## src/rtl/fir_xifu_offload.sv

```systemverilog
// fir_xifu_offload
// Offloads one custom instruction at a time from the core to an X-IF
// coprocessor and routes coprocessor results back to the register file.
// A request is latched in IDLE, held on the issue channel in ISSUE until
// the coprocessor takes it, and answered by a single commit strobe in
// COMMIT.
// Results that carry a writeback are tracked by a per-ID scoreboard.
//
// Ports
//   clk_i, rst_ni          clock, asynchronous active-low reset
//   req_*                  core offload request (valid/ready, instr, rs1, rs2)
//   xif_issue_*            X-IF issue channel (payload, ID, accept/writeback)
//   xif_commit_*           X-IF commit strobe (ID, kill)
//   xif_result_*           X-IF result channel (always ready outside reset)
//   wb_*                   register-file write port, one cycle after a result
//   illegal_o              one-cycle pulse when the coprocessor rejects
//   err_o                  sticky: unknown result ID or issue timeout
//   busy_o                 FSM not idle or results still outstanding
//
// Optional feature: define FIR_XIFU_OFFLOAD_TIMEOUT_EN to abandon an issue
// that has waited 255 cycles for xif_issue_ready_i (raises err_o).
module fir_xifu_offload #(
  parameter int unsigned X_ID_WIDTH     = 4,
  parameter int unsigned NB_OUTSTANDING = 4
) (
  input  logic                  clk_i,
  input  logic                  rst_ni,
  input  logic                  req_valid_i,
  output logic                  req_ready_o,
  input  logic [31:0]           req_instr_i,
  input  logic [31:0]           req_rs1_i,
  input  logic [31:0]           req_rs2_i,
  output logic                  xif_issue_valid_o,
  input  logic                  xif_issue_ready_i,
  output logic [31:0]           xif_issue_instr_o,
  output logic [31:0]           xif_issue_rs1_o,
  output logic [31:0]           xif_issue_rs2_o,
  output logic [X_ID_WIDTH-1:0] xif_issue_id_o,
  input  logic                  xif_issue_accept_i,
  input  logic                  xif_issue_writeback_i,
  output logic                  xif_commit_valid_o,
  output logic [X_ID_WIDTH-1:0] xif_commit_id_o,
  output logic                  xif_commit_kill_o,
  input  logic                  xif_result_valid_i,
  output logic                  xif_result_ready_o,
  input  logic [X_ID_WIDTH-1:0] xif_result_id_i,
  input  logic [31:0]           xif_result_data_i,
  input  logic [4:0]            xif_result_rd_i,
  input  logic                  xif_result_we_i,
  output logic                  wb_valid_o,
  output logic [4:0]            wb_rd_o,
  output logic [31:0]           wb_data_o,
  output logic                  illegal_o,
  output logic                  err_o,
  output logic                  busy_o
);

  localparam int unsigned NB_ID = 1 << X_ID_WIDTH;
  localparam int unsigned CW    = X_ID_WIDTH + 1;
  localparam logic [CW-1:0] MAX_OUT = CW'(NB_OUTSTANDING);

  typedef enum logic [1:0] {IDLE = 2'd0, ISSUE = 2'd1, COMMIT = 2'd2} state_e;

  state_e                state_q, state_d;
  logic [31:0]           instr_q, rs1_q, rs2_q;
  logic [X_ID_WIDTH-1:0] nid_q, cid_q;
  logic                  kill_q, illegal_q, err_q;
  logic                  rrdy_q;   // low only in the first cycle out of reset
  logic                  wbv_q;
  logic [4:0]            wbrd_q;
  logic [31:0]           wbdata_q;
  logic [NB_ID-1:0]      sb_q, sb_d;
  logic [CW-1:0]         cnt_q, cnt_d;

  logic req_hs, iss_hs, res_hs, res_hit, sb_set, timeout;

  assign req_hs  = req_valid_i & req_ready_o;
  assign iss_hs  = xif_issue_valid_o & xif_issue_ready_i;
  assign res_hs  = xif_result_valid_i & rrdy_q;
  assign res_hit = res_hs & sb_q[xif_result_id_i];
  assign sb_set  = iss_hs & xif_issue_accept_i & xif_issue_writeback_i;

`ifdef FIR_XIFU_OFFLOAD_TIMEOUT_EN
  logic [7:0] to_q, to_d;

  // Counts stalled ISSUE cycles; the 255th stalled cycle abandons the issue.
  always_comb begin
    to_d = 8'd0;
    if (state_q == ISSUE && !xif_issue_ready_i) to_d = to_q + 8'd1;
  end

  assign timeout = (state_q == ISSUE) && !xif_issue_ready_i && (to_q == 8'd254);

  always_ff @(posedge clk_i or negedge rst_ni) begin
    if (!rst_ni) to_q <= 8'd0;
    else         to_q <= to_d;
  end
`else
  assign timeout = 1'b0;
`endif

  // FSM: state register
  always_ff @(posedge clk_i or negedge rst_ni) begin
    if (!rst_ni) state_q <= IDLE;
    else         state_q <= state_d;
  end

  // FSM: next state
  always_comb begin
    state_d = state_q;
    unique case (state_q)
      IDLE:    if (req_hs) state_d = ISSUE;
      ISSUE: begin
        if (iss_hs)       state_d = COMMIT;
        else if (timeout) state_d = IDLE;
      end
      COMMIT:  state_d = IDLE;
      default: state_d = IDLE;
    endcase
  end

  // FSM: outputs
  always_comb begin
    req_ready_o        = 1'b0;
    xif_issue_valid_o  = 1'b0;
    xif_commit_valid_o = 1'b0;
    unique case (state_q)
      IDLE:    req_ready_o = rrdy_q && (cnt_q < MAX_OUT) && !sb_q[nid_q];
      ISSUE:   xif_issue_valid_o  = 1'b1;
      COMMIT:  xif_commit_valid_o = 1'b1;
      default: ;
    endcase
  end

  // Scoreboard: set and clear can hit different IDs in the same cycle, in
  // which case the count moves by +1-1 = 0.
  always_comb begin
    sb_d = sb_q;
    if (res_hit) sb_d[xif_result_id_i] = 1'b0;
    if (sb_set)  sb_d[nid_q]           = 1'b1;
    cnt_d = cnt_q;
    unique case ({sb_set, res_hit})
      2'b10:   cnt_d = cnt_q + CW'(1);
      2'b01:   cnt_d = cnt_q - CW'(1);
      default: ;
    endcase
  end

  always_ff @(posedge clk_i or negedge rst_ni) begin
    if (!rst_ni) begin
      instr_q   <= '0;
      rs1_q     <= '0;
      rs2_q     <= '0;
      nid_q     <= '0;
      cid_q     <= '0;
      kill_q    <= 1'b0;
      illegal_q <= 1'b0;
      err_q     <= 1'b0;
      rrdy_q    <= 1'b0;
      wbv_q     <= 1'b0;
      wbrd_q    <= '0;
      wbdata_q  <= '0;
      sb_q      <= '0;
      cnt_q     <= '0;
    end else begin
      rrdy_q <= 1'b1;
      sb_q   <= sb_d;
      cnt_q  <= cnt_d;
      if (req_hs) begin
        instr_q <= req_instr_i;
        rs1_q   <= req_rs1_i;
        rs2_q   <= req_rs2_i;
      end
      if (iss_hs) begin
        cid_q  <= nid_q;
        kill_q <= ~xif_issue_accept_i;
        nid_q  <= nid_q + X_ID_WIDTH'(1);
      end
      illegal_q <= iss_hs & ~xif_issue_accept_i;
      err_q     <= err_q | (res_hs & ~res_hit) | timeout;
      // x0 is hardwired zero, so a write to rd 0 is suppressed
      wbv_q     <= res_hit & xif_result_we_i & (xif_result_rd_i != 5'd0);
      if (res_hit & xif_result_we_i & (xif_result_rd_i != 5'd0)) begin
        wbrd_q   <= xif_result_rd_i;
        wbdata_q <= xif_result_data_i;
      end
    end
  end

  assign xif_issue_instr_o  = instr_q;
  assign xif_issue_rs1_o    = rs1_q;
  assign xif_issue_rs2_o    = rs2_q;
  assign xif_issue_id_o     = nid_q;
  assign xif_commit_id_o    = cid_q;
  assign xif_commit_kill_o  = kill_q;
  assign xif_result_ready_o = rrdy_q;
  assign wb_valid_o         = wbv_q;
  assign wb_rd_o            = wbrd_q;
  assign wb_data_o          = wbdata_q;
  assign illegal_o          = illegal_q;
  assign err_o              = err_q;
  assign busy_o             = (state_q != IDLE) || (cnt_q != '0);

endmodule

```

## config.mk

```make
export PLATFORM = sky130hd
export DESIGN_NAME = fir_xifu_offload
export DESIGN_NICKNAME = d
export VERILOG_FILES = /design/src/rtl/fir_xifu_offload.sv
export SDC_FILE = /design/constraint.sdc
export NUM_CORES = 1
export LEC_CHECK = 0
export ABC_AREA = 1
export CORE_MARGIN = 4
export CORE_UTILIZATION = 40
export CTS_CLUSTER_SIZE = 12
export DETAILED_ROUTE_END_ITERATION = 6
export PLACE_DENSITY = 0.7
export SLEW_MARGIN = 20
export SYNTH_ARGS = -nofsm -noshare
export SYNTH_HDL_FRONTEND = slang
export SYNTH_SLANG_ARGS = --single-unit
```

## constraint.sdc

```tcl
create_clock -name clk_i -period 5.5 [get_ports clk_i]
set_input_delay 1.1 -clock clk_i [delete_from_list [all_inputs] [get_ports clk_i]]
set_output_delay 1.1 -clock clk_i [all_outputs]
set_load 0.02 [all_outputs]
```

# Word-level counts from Yosys, hierarchy flattened
# Cells that the tools add are included.
# op_classes
addsub	3
order_cmp	5
n_eq_ne	6
mux	17
bitwise_logic	16
reduce_logical	12
# ops
cell	n
$mux W16	2
$and A16 B16 Y16	1
$not A16 Y16	1
$or A16 B16 Y16	1
$and A1 B1 Y1	10
$lt A4 B5 Y1 const B	2
$pmux W5 S2	1
$reduce_bool A5 Y1	2
$bmux W1 S4	2
$demux W1 S4	2
$ge A4 B1 Y1 const B	2
$mux W1	7
$add A5 B1 Y5 const B	1
$lt A5 B3 Y1 const B	1
$sub A5 B1 Y5 const B	1
$add A4 B1 Y4 const B	1
$eq A2 B1 Y1 const B	2
$eq A2 B2 Y1 const B	2
$logic_and A1 B1 Y1	4
$mux W2	2
$ne A2 B2 Y1 const B	2
$pmux W2 S2	1
$reduce_bool A2 Y1	2
$logic_not A2 Y1	1
5 further kinds	6
# word_totals
reg_bits	169
inputBits	145
output_inout_bits	150

# Depth between registers and ports, before layout
# Gate-level depths: netlist of the first run.
# logic_depth
ltp_word	9
mapped_depth	22
mapped_depth_nobuf	20

# Least setup slack after synthesis of the first run
# No wires, ideal clock.
# synth_path
path_kind	input port to flip-flop
startpoint	in xif_result_id_i[0]
endpoint	reg cnt_q[4]
arrival_time_ns	3.222
required_time_ns	5.435
path_slack_ns	2.213
path_stages	22
n_path_buf	3
path_cell_list	buf_4 nand2_1 nand2_1 nand2_1 nand2_1 nand2_1 nand2_1 inv_1 nand2_1 buf_4 nand2_4 buf_2 inv_1 ha_1 xor2_1 ha_1 inv_1 nand2_1 a31oi_1 xor2_1 nand2_1 nand2_1
# synth_via
elab_chain_cells	5
word_cells_on_any_way	7
# synth_lines
item	line_no	text
from (decl)	46	input logic [X_ID_WIDTH-1:0] xif_result_id_i,
$bmux W1 S4 (*)	80	assign res_hit = res_hs & sb_q[xif_result_id_i];
$mux W1 (implied by the code) (*)	80	
$and A1 B1 Y1 (*)	80	
$eq A2 B1 Y1 or $eq A2 B2 Y1 (tied branches)	142	unique case ({sb_set, res_hit})
$pmux W5 S2 or $reduce_bool A2 Y1 (tied branches)	--	
to (signal assigned)	168	cnt_q <= cnt_d;
to (decl)	73	logic [CW-1:0] cnt_q, cnt_d;
# Every way passes the cells marked *; elsewhere a longest branch is shown, timed or not. The select of a mux whose other input is x is not followed.
# A chain may end at the register's enable or synchronous reset.

# Worst setup path in the final report of the first run
# Ends and elaborated chain as after synthesis.

==> impl_metrics.env, run 1 <==
export IMPL_outcome="complete, no violations"
export IMPL_drc_errors=0
export IMPL_syn_to_final_growth_pct=47.3
export IMPL_worst_setup_path_start_kind="input pin"
export IMPL_ir_worst_vdd_mv=0.515
export IMPL_clk_path_buf_depth=2
export IMPL_core_area_sq_um=18800
export IMPL_n_fill_cell=1621
export IMPL_finalNonFillerCells=1434
export IMPL_place_hpwl_mm=16.1
export IMPL_grt_pass1_vias=6978
export IMPL_fin_skew_ps=14.0
export IMPL_setup_ws_ps=1790
export IMPL_final_cell_mix="nand2_1 (384), clkdlybuf4s50_1 (292), dfrtp_1 (169)"
export IMPL_arrival_ps=4060
export IMPL_holdBufCountCts=0
export IMPL_synth_seq_area_share_pct=54.9
export IMPL_synth_top_area_cell="dfrtp_1"
export IMPL_ys_ff_latch=169
export IMPL_maxSlewViolCount=0
export IMPL_clock_latency_ps=430
export IMPL_grt_start_max_net_pins=170
export IMPL_synthArstFlopShare_pct=100
export IMPL_synth_warnings=0
export IMPL_cts_htree_levels=4
export IMPL_globalRouteOverflowTotal=0
export IMPL_tightest_slew_ps=1040
export IMPL_period_share_pct=67.4
export IMPL_final_hold_viol_count=0
export IMPL_fin_area_sq_um=11400
export IMPL_cts_root_buf="clkbuf_16"
export IMPL_nets=1315
export IMPL_num_io_pins=295
export IMPL_post_drt_wl_per_cell_um=16.9
export IMPL_num_rows=50
export IMPL_crit_type="input pin to flip-flop"
export IMPL_place_congestion=0.867
export IMPL_final_common_cell="nand2_1"
export IMPL_cts_repair_resized=0
export IMPL_fin_crit_ps=3710
export IMPL_netlist_area_sq_um=7710
export IMPL_synth_compound_area_share_pct=2.74
export IMPL_groute_usage_overall_pct=22.4
export IMPL_fin_util_pct=60.3
export IMPL_dp_slack_ps=1380
export IMPL_synth_area_mux_share_pct=0
export IMPL_synthTopCellsByArea="dfrtp_1 (55%), nand2_1 (19%), nand4_1 (11%)"
export IMPL_setup_viol=0
export IMPL_dr_pass1_iters=5
export IMPL_drv_cap=0
export IMPL_r2r_slack_ps=2830
export IMPL_endpoint_kind="flip-flop"
export IMPL_numCtsBuffers=17
export IMPL_synth_top_cell_area_share_pct=54.9
export IMPL_synthAdderAreaFrac_pct=1.30
export IMPL_post_dp_cell_area_sq_um=10700
export IMPL_initial_core_util_pct=40.9
export IMPL_n_antenna_cell=0
export IMPL_critPathMaxFanout=17
export IMPL_synth_top_family_by_area="simple AND/OR/NAND/NOR gates"
export IMPL_grt_pass1_wl_mm=39.0
export IMPL_syn_inst=908
export IMPL_drt_initial_drc_count=563
export IMPL_layout_drive_gt1_share_pct=4.34
export IMPL_post_place_cells=1403
export IMPL_post_cts_buffers=0
export IMPL_die_h_um=147
export IMPL_synth_xor_area_share_pct=1.14
export IMPL_synth_edf_count=0
export IMPL_hp_class="flip-flop to flip-flop"
export IMPL_vias=7306
export IMPL_cts_clk_slew_worst_paths_ps=70
export IMPL_p_leak_nw=5.47
export IMPL_routed_wl_mm=24.3
export IMPL_fin_setup_tns_ps=0
export IMPL_syn_avg_cell_area_sq_um=8.49
export IMPL_synthSimpleGateAreaFrac_pct=33.8
export IMPL_synthesis_nets=1061
export IMPL_synthFlopType="dfrtp_1"
export IMPL_ant_nets=0
export IMPL_power_total_mw=6.25
export IMPL_ys_types=30
export IMPL_rsz0062_at_grt="no"
export IMPL_max_slew_margin_pct=30.4
export IMPL_critPathRequiredTime_ps=5850
export IMPL_antenna_found_initial=2
export IMPL_viasPerCell=5.09
export IMPL_holdWs_ps=467
export IMPL_cts_sinks=169
export IMPL_max_freq_mhz=270
export IMPL_io_buffers=294
export IMPL_cts_tree="built"
export IMPL_die_x_um=147
export IMPL_die_area_sq_um=21600
export IMPL_powerDensity_nw_per_um2=550
## critical path: stages
cell and delay [ps]:
clkdlybuf4s50_1 790, inv_2 170, nand2_1 90, nand2_1 50, nand2_1 50, nand2_1 60, nand2_1 50, nand2_1 50
inv_1 50, nand2_2 70, nand2_4 170, inv_1 100, ha_1 260, xor2_1 190, ha_1 190, inv_1 50
nand2_1 70, a31oi_1 210, xor2_1 160, nand2_1 70, nand2_1 50
## cells by family after synthesis
family	count (synthesis)
other cells	1
buf+inv	102
xor+xnor	10
flops	169
simple gates	583
compound gates	35
fa+ha+maj	8
## cell type report
| type | count | area (sq um) | share of cell area (%) |
|---|---|---|---|
| Multi-Input combinational cell | 637 | 3020 | 26.6 |
| Inverter | 34 | 128 | 1.12 |
| Tap cell | 260 | 325 | 2.87 |
| Timing Repair Buffer | 303 | 3020 | 26.6 |
| Clock inverter | 13 | 193 | 1.70 |
| Sequential cell | 169 | 4230 | 37.2 |
| Clock buffer | 18 | 439 | 3.87 |
## Yosys cell counts, types with 2 or more instances
master and instances:
o21bai_1 2, a21oi_1 10, buf_4 10, a31oi_1 5, o21ai_0 7, xnor2_1 4
buf_6 3, ha_1 8, nand4_1 135, nand3_1 39, nor3_1 4, clkbuf_1 28
buf_1 5, nor2_1 15, xor2_1 6, a21boi_0 5, nand2_1 385, inv_2 5
o211ai_1 4, buf_2 22, dfrtp_1 169, inv_1 29
## final timing paths
| check | to | depth (start not counted) | from |
|---|---|---|---|
| min in group asynchronous | xif_issue_rs2_o[11] | 2 | rst_ni |
| max in group asynchronous | sb_q[4] | 2 | rst_ni |
| worst min-delay path | xif_issue_instr_o[26] | 2 | xif_issue_instr_o[26] |
| worst max register to register | cnt_q[4] | 13 | state_q[1] |
| worst max-delay path | cnt_q[4] | 21 | xif_result_id_i[0] |
| worst min register to register | xif_issue_instr_o[26] | 2 | xif_issue_instr_o[26] |
## report_power, final
part	switching, mW	internal (mW)
Combinational	1.73	1.19
Clock	0.517	0.777
Sequential	0.319	1.72
Total	2.56	3.68
## sequential cells by signal, summed over array words and instances, names as in the netlist
name and flops:
xif_issue_rs2_o 32, xif_issue_id_o 4, xif_issue_rs1_o 32, sb_q 16
wb_valid_o 1, xif_result_ready_o 1, err_o 1, cnt_q 5
xif_issue_instr_o 32, state_q 2, xif_commit_kill_o 1, wb_data_o 32
wb_rd_o 5, illegal_o 1, xif_commit_id_o 4
## routing by layer
layer,up-vias,global-route usage (%),routed length (um)
li1,3538,-,-
met1,3446,30.3,10400
met2,276,34.4,11200
met3,42,6.54,1930
met4,4,7.95,639
met5,-,0,21
Power figures use the tool's default switching activity.
==> inputs of run 2 (changes only) <==
==> constraint.sdc (replaced) <==
create_clock -name clk_i -period 3.6 [get_ports clk_i]
set_input_delay 0.72 -clock clk_i [delete_from_list [all_inputs] [get_ports clk_i]]
set_output_delay 0.72 -clock clk_i [all_outputs]
set_load 0.02 [all_outputs]
==> impl_metrics.env, run 2 (synthesis gave the netlist of run 1 again) <==
export IMPL_setup_viol=0
export IMPL_cts_htree_levels=4
export IMPL_grt_start_max_net_pins=97
export IMPL_drv_cap=0
export IMPL_ant_nets=0
export IMPL_grt_pass1_wl_mm=39.4
export IMPL_final_cell_mix="nand2_1 (384), clkdlybuf4s50_1 (292), dfrtp_1 (169)"
export IMPL_clock_latency_ps=420
export IMPL_fin_setup_tns_ps=0
export IMPL_clockPowerShare_pct=19.7
export IMPL_endpoint_kind="primary output"
export IMPL_crit_buf_inv=1
export IMPL_drt_initial_drc_count=560
export IMPL_ir_worst_vdd_mv=0.516
export IMPL_post_cts_buffers=0
export IMPL_cts_clk_slew_worst_paths_ps=70
export IMPL_die_h_um=147
export IMPL_core_area_sq_um=18800
export IMPL_critPathMaxFanout=19
export IMPL_layout_drive_gt1_share_pct=4.66
export IMPL_rsz0062_at_grt="no"
export IMPL_period_share_pct=89.3
export IMPL_routed_wl_mm=24.8
export IMPL_clk_path_buf_depth=2
export IMPL_holdBufCountCts=0
export IMPL_slowest_delay_ps=740
export IMPL_fin_skew_ps=14.4
export IMPL_cp_cell_sequence="nand2_1 > nand3_1 > nand2_1 > nand2_1 > nand2_1 > nor3_1 > clkdlybuf4s50_1"
export IMPL_viasPerCell=5.10
export IMPL_cts_repair_resized=0
export IMPL_final_common_cell="nand2_1"
export IMPL_final_hold_viol_count=0
export IMPL_num_rows=50
export IMPL_fin_crit_ps=3210
export IMPL_crit_slowest_cell="dfrtp_1"
export IMPL_max_slew_margin_pct=30.3
export IMPL_drc_errors=0
export IMPL_n_antenna_cell=0
export IMPL_dp_slack_ps=210
export IMPL_power_frac_comb_pct=47.5
export IMPL_setup_ws_ps=386
export IMPL_cts_root_buf="clkbuf_16"
export IMPL_crit_type="flip-flop to primary output"
export IMPL_groute_usage_overall_pct=22.7
export IMPL_seq_power_share_pct=32.7
export IMPL_vias=7341
export IMPL_multi_input_area_sq_um=3020
export IMPL_max_freq_mhz=311
export IMPL_critPathRequiredTime_ps=2880
export IMPL_grt_pass1_vias=7137
export IMPL_antenna_found_initial=2
export IMPL_syn_to_final_growth_pct=47.4
export IMPL_die_area_sq_um=21600
export IMPL_cp_top_family="flip-flops"
export IMPL_die_x_um=147
export IMPL_outcome="complete, no violations"
export IMPL_maxSlewViolCount=0
export IMPL_dr_pass1_iters=6
export IMPL_worst_setup_path_start_kind="flip-flop"
export IMPL_regArea_sq_um=4230
export IMPL_io_buffers=294
export IMPL_switching_share_pct=41.5
export IMPL_powerDensity_nw_per_um2=836
export IMPL_numCtsBuffers=17
export IMPL_num_io_pins=295
export IMPL_p_leak_nw=5.49
export IMPL_tightest_slew_ps=1050
export IMPL_switchingPower_mw=3.95
export IMPL_power_total_mw=9.51
export IMPL_nets=1320
export IMPL_place_hpwl_mm=16.9
export IMPL_post_dp_cell_area_sq_um=10800
export IMPL_cp_common_cell="nand2_1"
export IMPL_p_int_mw=5.56
export IMPL_place_congestion=0.824
export IMPL_hp_class="input pin to asynchronous set/reset pin"
export IMPL_cts_sinks=169
export IMPL_fin_area_sq_um=11400
export IMPL_n_fill_cell=1685
export IMPL_arrival_ps=2490
export IMPL_initial_core_util_pct=40.9
export IMPL_globalRouteOverflowTotal=0
export IMPL_cts_tree="built"
export IMPL_post_drt_wl_per_cell_um=17.3
run 2: cell types whose count changed in the layout (fill, tap and decap cells not counted):
cell | previous run | this run
clkbuf_1 | 0 | 1
buf_12 | 1 | 2
buf_4 | 8 | 12
clkinvlp_4 | 2 | 1
clkinv_4 | 2 | 1
bufinv_16 | 4 | 3
clkinv_2 | 1 | 3
clkbuf_8 | 1 | 0
inv_6 | 4 | 5
run 2: layer usage:
layer	GRT usage [%]	up-vias	wire, um
li1	-	3547	-
met1	30.1	3486	10500
met2	36.1	271	11800
met3	6.85	33	2040
met4	6.49	4	513
met5	0	-	27
run 2: cell type report:
type	count	share of cell area, %
multi-input cells	637	26.6
well taps	260	2.86
repair buffers	308	27.0
clock buffers	18	3.78
flip-flops and latches	169	37.2
inverters	34	1.12
clock inverters	13	1.45
run 2: metrics by stage:
| step | instances | hold WS, ps | util [%] |
|---|---|---|---|
| CTS | 1439 | 307 | 60.4 |
| detailed placement | 1408 | 458 | 57.2 |
| floorplan | 908 | 424 | - |
| global placement | 1408 | 453 | 57.2 |
| global route | 1439 | 324 | 60.4 |
| finish | 1439 | 292 | 60.4 |
run 2: power by group through the flow:
stage          Sequential [mW]  Clock [mW]  Combinational [mW]
3_3_place_gp              3.12           0                4.50
6_report                  3.11        1.88                4.52
4_1_cts                   3.11        1.92                4.57
2_1_floorplan             3.83           0                1.80
5_1_grt                   3.21        2.00                4.90
3_5_place_dp              3.13           0                4.56
run 2: worst paths after layout:
| kind | startpoint | end | slack, ps | cells past startpoint |
|---|---|---|---|---|
| worst max-delay path | xif_issue_id_o[0] | req_ready_o | 390 | 7 |
| min in group clk_i | wb_data_o[5] | wb_data_o[5] | 470 | 2 |
| max in group asynchronous | rst_ni | xif_issue_rs2_o[28] | 2370 | 2 |
| worst max register to register | xif_issue_id_o[0] | xif_issue_rs1_o[10] | 960 | 9 |
| worst min-delay path | rst_ni | xif_issue_rs2_o[11] | 290 | 1 |
| worst min register to register | wb_data_o[5] | wb_data_o[5] | 470 | 2 |
run 2: worst register-to-register path: cells and delay by family, from the launching register on:
family | cells | cell delay (ps)
buf+inv | 2 | 870
simple gates | 6 | 850
flops | 1 | 740
compound gates | 1 | 120
==> inputs of run 3 (changes only) <==
--- a/config.mk
+++ b/config.mk
@@ -8,6 +8,7 @@
 export ABC_AREA = 1
 export CORE_MARGIN = 4
 export CORE_UTILIZATION = 40
+export CTS_CLUSTER_DIAMETER = 100
 export CTS_CLUSTER_SIZE = 12
 export DETAILED_ROUTE_END_ITERATION = 6
 export PLACE_DENSITY = 0.7
==> results of run 3 <==
Final layout, timing and power as in run 2 (identical DEF).
